**src/rtl/joy_db9md_scan.sv**
```systemverilog
// Purpose: DB9 Megadrive splitter scan scheduler; drives TH/select and the port
//          mux, samples joy_in, classifies pads and publishes atomic snapshots.
// Latency: pin to snapshot <= one frame period + 3 clk (2-flop sync + publish stage).
// Backpressure: none; scan_en only gates the start of the next frame.
// Option:  define JOY_DB9MD_6BTN_EN for the 8-phase sequence with 6-button
//          detection; undefined runs P0..P3 only, with M/X/Y/Z tied low.
module joy_db9md_scan #(
  parameter int SLOT_CYCLES = 256,
  parameter int IDLE_PHASES = 128
) (
  input  logic        clk,
  input  logic        reset_n,
  input  logic        scan_en,
  input  logic [5:0]  joy_in,
  output logic        joy_mdsel,
  output logic        joy_split,
  output logic [11:0] joystick1,
  output logic [11:0] joystick2,
  output logic [1:0]  joy1_type,
  output logic [1:0]  joy2_type,
  output logic        frame_done
);

  // Counter widths; guarded so degenerate parameters still give 1-bit vectors.
  localparam int CW = (SLOT_CYCLES > 1) ? $clog2(SLOT_CYCLES) : 1;
  localparam int IW = (IDLE_PHASES > 0) ? $clog2(IDLE_PHASES + 1) : 1;

  localparam logic [CW-1:0] SLOT_LAST = CW'(SLOT_CYCLES - 1);
  localparam logic [IW-1:0] IDLE_LAST = IW'((IDLE_PHASES > 0) ? IDLE_PHASES - 1 : 0);

`ifdef JOY_DB9MD_6BTN_EN
  localparam logic [2:0] LAST_PHASE = 3'd7;
`else
  localparam logic [2:0] LAST_PHASE = 3'd3;
`endif

  // Scheduler states
  localparam logic [1:0] ST_ACTIVE = 2'd0;
  localparam logic [1:0] ST_IDLE   = 2'd1;
  localparam logic [1:0] ST_HOLD   = 2'd2;

  // Sequencer state
  logic [1:0]    state;
  logic [2:0]    phase;
  logic          half;
  logic [IW-1:0] idle_cnt;
  logic [CW-1:0] slot_cnt;
  logic          pub_pending;

  // Next-state values, applied only at a half-slot boundary
  logic [1:0]    nxt_state;
  logic [2:0]    nxt_phase;
  logic          nxt_half;
  logic [IW-1:0] nxt_idle;
  logic          frame_end;
  logic          nxt_mdsel;
  logic          nxt_split;

  // Synchronizer
  logic [5:0] joy_s1;
  logic [5:0] joy_s2;

  // Per-port working registers (button vector in output order, type flags)
  logic [11:0] w1_btn;
  logic [11:0] w2_btn;
  logic        w1_md;
  logic        w2_md;
  logic        w1_6b;
  logic        w2_6b;

  // Update path for whichever port the current half-slot is sampling
  logic [11:0] cur_btn;
  logic        cur_md;
  logic        cur_6b;
  logic [11:0] new_btn;
  logic        new_md;
  logic        new_6b;

  logic slot_end;
  logic sample;

  assign slot_end = (slot_cnt == SLOT_LAST);
  assign sample   = slot_end && (state == ST_ACTIVE);

  // Two-flop synchronizer for the asynchronous pin bus (idles released = high)
  always_ff @(posedge clk or negedge reset_n) begin
    if (!reset_n) begin
      joy_s1 <= 6'h3F;
      joy_s2 <= 6'h3F;
    end else begin
      joy_s1 <= joy_in;
      joy_s2 <= joy_s1;
    end
  end

  // Next phase/half/idle position and the pin levels that go with it
  always_comb begin
    nxt_state = state;
    nxt_phase = phase;
    nxt_half  = half;
    nxt_idle  = idle_cnt;
    frame_end = 1'b0;
    case (state)
      ST_ACTIVE: begin
        if (!half) begin
          nxt_half = 1'b1;
        end else begin
          nxt_half = 1'b0;
          if (phase == LAST_PHASE) begin
            frame_end = 1'b1;
            nxt_phase = 3'd0;
            nxt_idle  = '0;
            if (IDLE_PHASES > 0) begin
              nxt_state = ST_IDLE;
            end else begin
              nxt_state = scan_en ? ST_ACTIVE : ST_HOLD;
            end
          end else begin
            nxt_phase = phase + 3'd1;
          end
        end
      end
      ST_IDLE: begin
        if (!half) begin
          nxt_half = 1'b1;
        end else begin
          nxt_half = 1'b0;
          if (idle_cnt == IDLE_LAST) begin
            nxt_idle  = '0;
            nxt_state = scan_en ? ST_ACTIVE : ST_HOLD;
          end else begin
            nxt_idle = idle_cnt + 1'b1;
          end
        end
      end
      ST_HOLD: begin
        // phase/half already sit at P0 half 0; just wait for enable
        if (scan_en) begin
          nxt_state = ST_ACTIVE;
        end
      end
      default: begin
        nxt_state = ST_ACTIVE;
        nxt_phase = 3'd0;
        nxt_half  = 1'b0;
        nxt_idle  = '0;
      end
    endcase

    // TH is high on even active phases and everywhere outside the active part
    nxt_mdsel = (nxt_state == ST_ACTIVE) ? ~nxt_phase[0] : 1'b1;
    nxt_split = (nxt_state == ST_ACTIVE) & nxt_half;
  end

  // Half-slot counter, state advance and registered pin drive
  always_ff @(posedge clk or negedge reset_n) begin
    if (!reset_n) begin
      state       <= ST_ACTIVE;
      phase       <= 3'd0;
      half        <= 1'b0;
      idle_cnt    <= '0;
      slot_cnt    <= '0;
      joy_mdsel   <= 1'b1;
      joy_split   <= 1'b0;
      pub_pending <= 1'b0;
    end else begin
      slot_cnt    <= slot_end ? '0 : slot_cnt + 1'b1;
      pub_pending <= slot_end & frame_end;
      if (slot_end) begin
        state     <= nxt_state;
        phase     <= nxt_phase;
        half      <= nxt_half;
        idle_cnt  <= nxt_idle;
        joy_mdsel <= nxt_mdsel;
        joy_split <= nxt_split;
      end
    end
  end

  // Decode the synchronized sample against the current phase for one port
  always_comb begin
    cur_btn = half ? w2_btn : w1_btn;
    cur_md  = half ? w2_md  : w1_md;
    cur_6b  = half ? w2_6b  : w1_6b;
    new_btn = cur_btn;
    new_md  = cur_md;
    new_6b  = cur_6b;
    case (phase)
      3'd0: begin
        // first TH-high read restarts the port: C,B,U,D,L,R, everything else clear
        new_btn = {6'd0, ~joy_s2};
        new_md  = 1'b0;
        new_6b  = 1'b0;
      end
      3'd1: begin
        // L/R forced low while TH is low marks a Megadrive pad; A/Start (or SMS
        // button 2 lines) are taken either way
        new_btn[6]  = ~joy_s2[4];
        new_btn[10] = ~joy_s2[5];
        new_md      = (joy_s2[1:0] == 2'b00);
      end
`ifdef JOY_DB9MD_6BTN_EN
      3'd5: begin
        // third TH-low read returns all-low directions only on a 6-button pad
        if (cur_md && (joy_s2[3:0] == 4'b0000)) begin
          new_6b = 1'b1;
        end
      end
      3'd6: begin
        // following TH-high read carries the extra buttons
        if (cur_6b) begin
          new_btn[11] = ~joy_s2[0];
          new_btn[7]  = ~joy_s2[1];
          new_btn[8]  = ~joy_s2[2];
          new_btn[9]  = ~joy_s2[3];
        end
      end
`endif
      default: begin
        // sequence-only phases: data ignored
      end
    endcase
  end

  // Working registers: half 0 samples port 1, half 1 samples port 2
  always_ff @(posedge clk or negedge reset_n) begin
    if (!reset_n) begin
      w1_btn <= 12'h000;
      w2_btn <= 12'h000;
      w1_md  <= 1'b0;
      w2_md  <= 1'b0;
      w1_6b  <= 1'b0;
      w2_6b  <= 1'b0;
    end else if (sample) begin
      if (half) begin
        w2_btn <= new_btn;
        w2_md  <= new_md;
        w2_6b  <= new_6b;
      end else begin
        w1_btn <= new_btn;
        w1_md  <= new_md;
        w1_6b  <= new_6b;
      end
    end
  end

  // Publish the completed frame as one atomic snapshot
  always_ff @(posedge clk or negedge reset_n) begin
    if (!reset_n) begin
      joystick1  <= 12'h000;
      joystick2  <= 12'h000;
      joy1_type  <= 2'b00;
      joy2_type  <= 2'b00;
      frame_done <= 1'b0;
    end else begin
      frame_done <= pub_pending;
      if (pub_pending) begin
        joystick1 <= w1_btn;
        joystick2 <= w2_btn;
        joy1_type <= {w1_6b, w1_md & ~w1_6b};
        joy2_type <= {w2_6b, w2_md & ~w2_6b};
      end
    end
  end

endmodule

```
**config.mk**
```make
export PLATFORM = sky130hd
export DESIGN_NAME = joy_db9md_scan
export DESIGN_NICKNAME = d
export VERILOG_FILES = /design/src/rtl/joy_db9md_scan.sv
export SDC_FILE = /design/constraint.sdc
export NUM_CORES = 1
export LEC_CHECK = 0
export ABC_CLOCK_PERIOD_IN_PS = 1900
export BUFFER_PORTS_ARGS = -buffer_cell sky130_fd_sc_hd__buf_2
export CORE_ASPECT_RATIO = 1.25
export CORE_MARGIN = 8
export CORE_UTILIZATION = 52
export CTS_CLUSTER_DIAMETER = 30
export DETAILED_ROUTE_END_ITERATION = 10
export HOLD_SLACK_MARGIN = 0.02
export PLACE_DENSITY = 0.75
export SYNTH_ARGS = -nofsm -noshare
export SYNTH_HDL_FRONTEND = slang
export SYNTH_SLANG_ARGS = --single-unit
```
**constraint.sdc**
```tcl
create_clock -name clk -period 1.9 [get_ports clk]
set_input_delay 0.095 -clock clk [delete_from_list [all_inputs] [get_ports clk]]
set_output_delay 0.095 -clock clk [all_outputs]
set_load 0.005 [all_outputs]
```
==> metrics list <==
- Yosys instantiated no cell more often than sky130_fd_sc_hd__dfrtp_1.
- Drt initial violations: 131
- Estimated wirelength of the detail-placed design: 5080 um
- On the final layout, the worst hold slack is between 0.2 and 0.25 ns.
* Leading register cell type out of synthesis: sky130_fd_sc_hd__dfrtp_1
* Number of antenna violations at the first check in global routing: 0
- Drt pass-1 iters: 4
- Most instantiated cells after synthesis: sky130_fd_sc_hd__dfrtp_1, sky130_fd_sc_hd__mux2_2, sky130_fd_sc_hd__o21ai_0, sky130_fd_sc_hd__nand2_1
* Worst Setup Start Kind: register
- STA puts the critical path data arrival time at approximately 2.2 ns.
* Overall routed net length: around 7600 um
- Max-slew violations: 0
- First-pass GRT wire length: approximately 13000 um
- Measured against its own limit, the worst slew margin works out to 0.725.
* Worst path top cell family by delay: simple AND/OR/NAND/NOR gates
- Summing over every cut layer, the via total after detailed routing is ~2600.
- Final period utilization: 1.01
- Core occupancy in the finished layout: 0.663
- For the worst-skew pair, the clock arrives at the later sink with an insertion delay of 0.36 ns.
- The region available for standard cell placement spans roughly 7200 um^2.
- Multiplexer fraction of the synthesized cell area: 0.103
- Type of the tightest min-delay check: primary input to asynchronous set/reset pin
* RSZ-0062 raised after global routing: yes
- Die Wd: 92.4 um
- Of the cells placed in the final design, the portion with a size suffix greater than 1 is 0.393.
- Buffers placed on the I/O ports in this run total 39.
* Sequential-to-total area share from yosys stat: 0.624
- In this run the vertical extent of the chip is 112 um.
* Warnings from Yosys: 0
* Required @ worst endpoint: between 2 and 2.5 ns
- The synthesized design spends more area on one cell type than any other, namely sky130_fd_sc_hd__dfrtp_1.
- TritonCTS built the clock tree.
- STA classifies the critical path endpoint as a register.
- CTS Sinks: 94
- Share of async-settable or async-resettable flops after synthesis: 1.00
- The number of hold violations in the final report is 0.
* Setup clock skew after layout: 0.00765 ns
- Top fanout value on the critical path: 6
- After detailed routing, the number of remaining DRC violations is 0.
* Detail Route Antenna Nets: 0
- Fraction of the mapped netlist area in adder cells: 0.0297
* Leakage power summed over all cells: approximately 2.3 nW
- In this run the cell area of the synthesized design comes to about 3800 um^2.
- Synthesis handed over a netlist of 312 instances.
* Number of buffers created by CTS: 9
- The die covers 10300 um^2.
- Once routing completed, OpenROAD measured the worst setup slack at -0.0106 ns.
* Peak clock frequency supported by timing: 523 MHz
- Deepest clock path buffer count: 2
- Routability cong.: roughly 0.86
- After synthesis the netlist holds a flip-flop and latch count of 94.
* Total GRT Usage: 0.154
- Violations in the final reports: negative setup slack
* Layout-stage area growth over the synthesis result: 26.1%
- Routed via count divided by cell count: between 5 and 6
- Number of violations of the max-capacitance limit: 0
* Detail-routed net length per standard cell: roughly 15 um
- Of the post-synthesis cell area, the dominant cell type holds 0.534.
* Power density cells: between 700 and 800 nW/um^2
- The repair_antennas step left the layout with diodes totalling 0.
* Mean instance size in the synthesized netlist: 12.2 um^2
- Number of ports placed on the die boundary: 40
- Traced cell by cell, the critical path runs through buf_4 > ha_1 > inv_2 > nand2_1 > a211o_4 > or4_1 > o21ai_1.
* Clock edge transition at the registers on the reported setup and hold paths: 0.09 ns
- The setup path with the least slack is of type register to register.
- For this configuration, the core starts out at a cell density of 0.526.
* Number of distinct library cells after synthesis: 39
- Summed over all layers, the global routing overflow is 0.
- Number of buffer and inverter stages on the critical path: 2
- At the pin with the least slew margin, the transition time is roughly 0.41 ns.
* Overall power after layout: between 0.003 and 0.004 W
* Synthesized Nets: 330
* Slowest CP cell: sky130_fd_sc_hd__or4_1
* Number of enable flip-flop cells after synthesis: 0
- H-tree levels: 3
* Via count of the first global-routing pass: between 2000 and 3000
* Most area-consuming cells after synthesis: sky130_fd_sc_hd__dfrtp_1, sky130_fd_sc_hd__mux2_2, sky130_fd_sc_hd__dfstp_2
- Count of final setup violators: 1
- Simple-gate share of the synthesized area: 0.133
* Largest net degree at the start of global routing: 44
- After layout, the minimum clock period comes to 1.91 ns.
* Largest stage delay, worst path: around 0.42 ns
- Post-synthesis compound-gate area fraction: 0.0784
- Row generation in the floorplan step produced 35 rows.
* Worst ir drop on vdd: ~0.00047 V
- Run status: complete, but fails checks
- Largest family of logic cells by synthesized area: simple AND/OR/NAND/NOR gates
- Post-layout nets: slightly above 400
- Total of fill cells in the finished design: roughly 550
- Of the total synthesized cell area, the portion taken by XOR and XNOR cells is 0.0115.
- Clock tree root buffer cell: sky130_fd_sc_hd__clkbuf_8
path summary, 6_finish.rpt:
check                                      from                        to  slack (ns)  cells past startpoint
max                        state[0]$_DFFE_PN0N_   idle_cnt[6]$_DFFE_PN0P_       -0.01                      7
min reg2reg                 joy_s1[2]$_DFF_PN1_       joy_s2[2]$_DFF_PN1_        0.36                      0
max in group asynchronous               reset_n  joystick1[7]$_DFFE_PN0P_        1.06                      3
min                                     reset_n     slot_cnt[1]$_DFF_PN0_        0.21                      2
max reg2reg                state[0]$_DFFE_PN0N_   idle_cnt[6]$_DFFE_PN0P_       -0.01                      7
min in group clk                        scan_en      state[0]$_DFFE_PN0N_        0.29                      6
repair_timing:
action	CTS	global route
buffers inserted	1	5
pin swaps	2	3
hold buffers	7	0
endpoints found under the hold margin	35	0
endpoints found under the setup margin	6	14
resized for setup	10	17
cell usage in the layout (no fill, tap or decap), drive strengths merged, types with 11 or more instances in the layout:
master,Yosys,layout
dfrtp,81,81
buf,0,77
mux2,32,32
o21ai,30,30
nand2,29,29
nor2,13,13
dfstp,13,13
inv,11,13
and2,12,12
nand3,11,11
metrics by stage:
step / setup TNS, ns / instance area [um^2] / std cells / setup slack (ns)
6_report: -0.0106 / 4790 / 494 / -0.0106
5_1_grt: -0.204 / 4790 / 494 / -0.0893
4_1_cts: 0 / 4680 / 489 / 0.00759
3_5_place_dp: -0.127 / 4320 / 465 / -0.0633
3_3_place_gp: 0 / 4320 / 465 / 0.0126
2_1_floorplan: 0 / 3800 / 312 / 0.0758
power by group:
part	switching (W)	internal [W]	total (W)	leakage (nW)
registers	0.00000691	0.00202	0.00203	1.24
clock network	0.000704	0.000891	0.00160	0.123
logic	0.0000421	0.0000219	0.0000640	0.940
final cells by class:
cell class | count | area [um^2] | area share
clock buffer | 10 | 128 | 0.0266
clock inverter | 6 | 119 | 0.0248
inverter | 11 | 41.3 | 0.00862
sequential | 94 | 2370 | 0.495
tap | 92 | 115 | 0.0240
multi-input combinational | 197 | 1450 | 0.303
timing repair buffer | 84 | 566 | 0.118
per-layer routing:
layer	track usage	vias up	wire length, um
li1	-	1244	-
met1	0.180	1339	3260
met2	0.258	39	3860
met3	0.0431	11	338
met4	0.0657	0	107
met5	0	-	0
cell families (layout without fill, tap and decap cells):
group           after synthesis  after routing
xor+xnor                      5              5
mux                          35             35
buf+inv                      21            111
compound gates               52             52
flops                        94             94
fa+ha+maj                     9              9
simple gates                 96             96
flip-flops by register name, summed over array words and instances, names as in the netlist:
name and count:
joy_s1 6, joystick2 12, half 1, joystick1 12, w1_6b 1, phase 3
idle_cnt 8, joy1_type 2, joy_s2 6, w1_btn 12, w2_btn 12, slot_cnt 8
joy2_type 2, frame_done 1, w2_6b 1, pub_pending 1, state 2, w2_md 1
joy_mdsel 1, joy_split 1, w1_md 1
No activity file was read; power rests on OpenSTA's default activity.
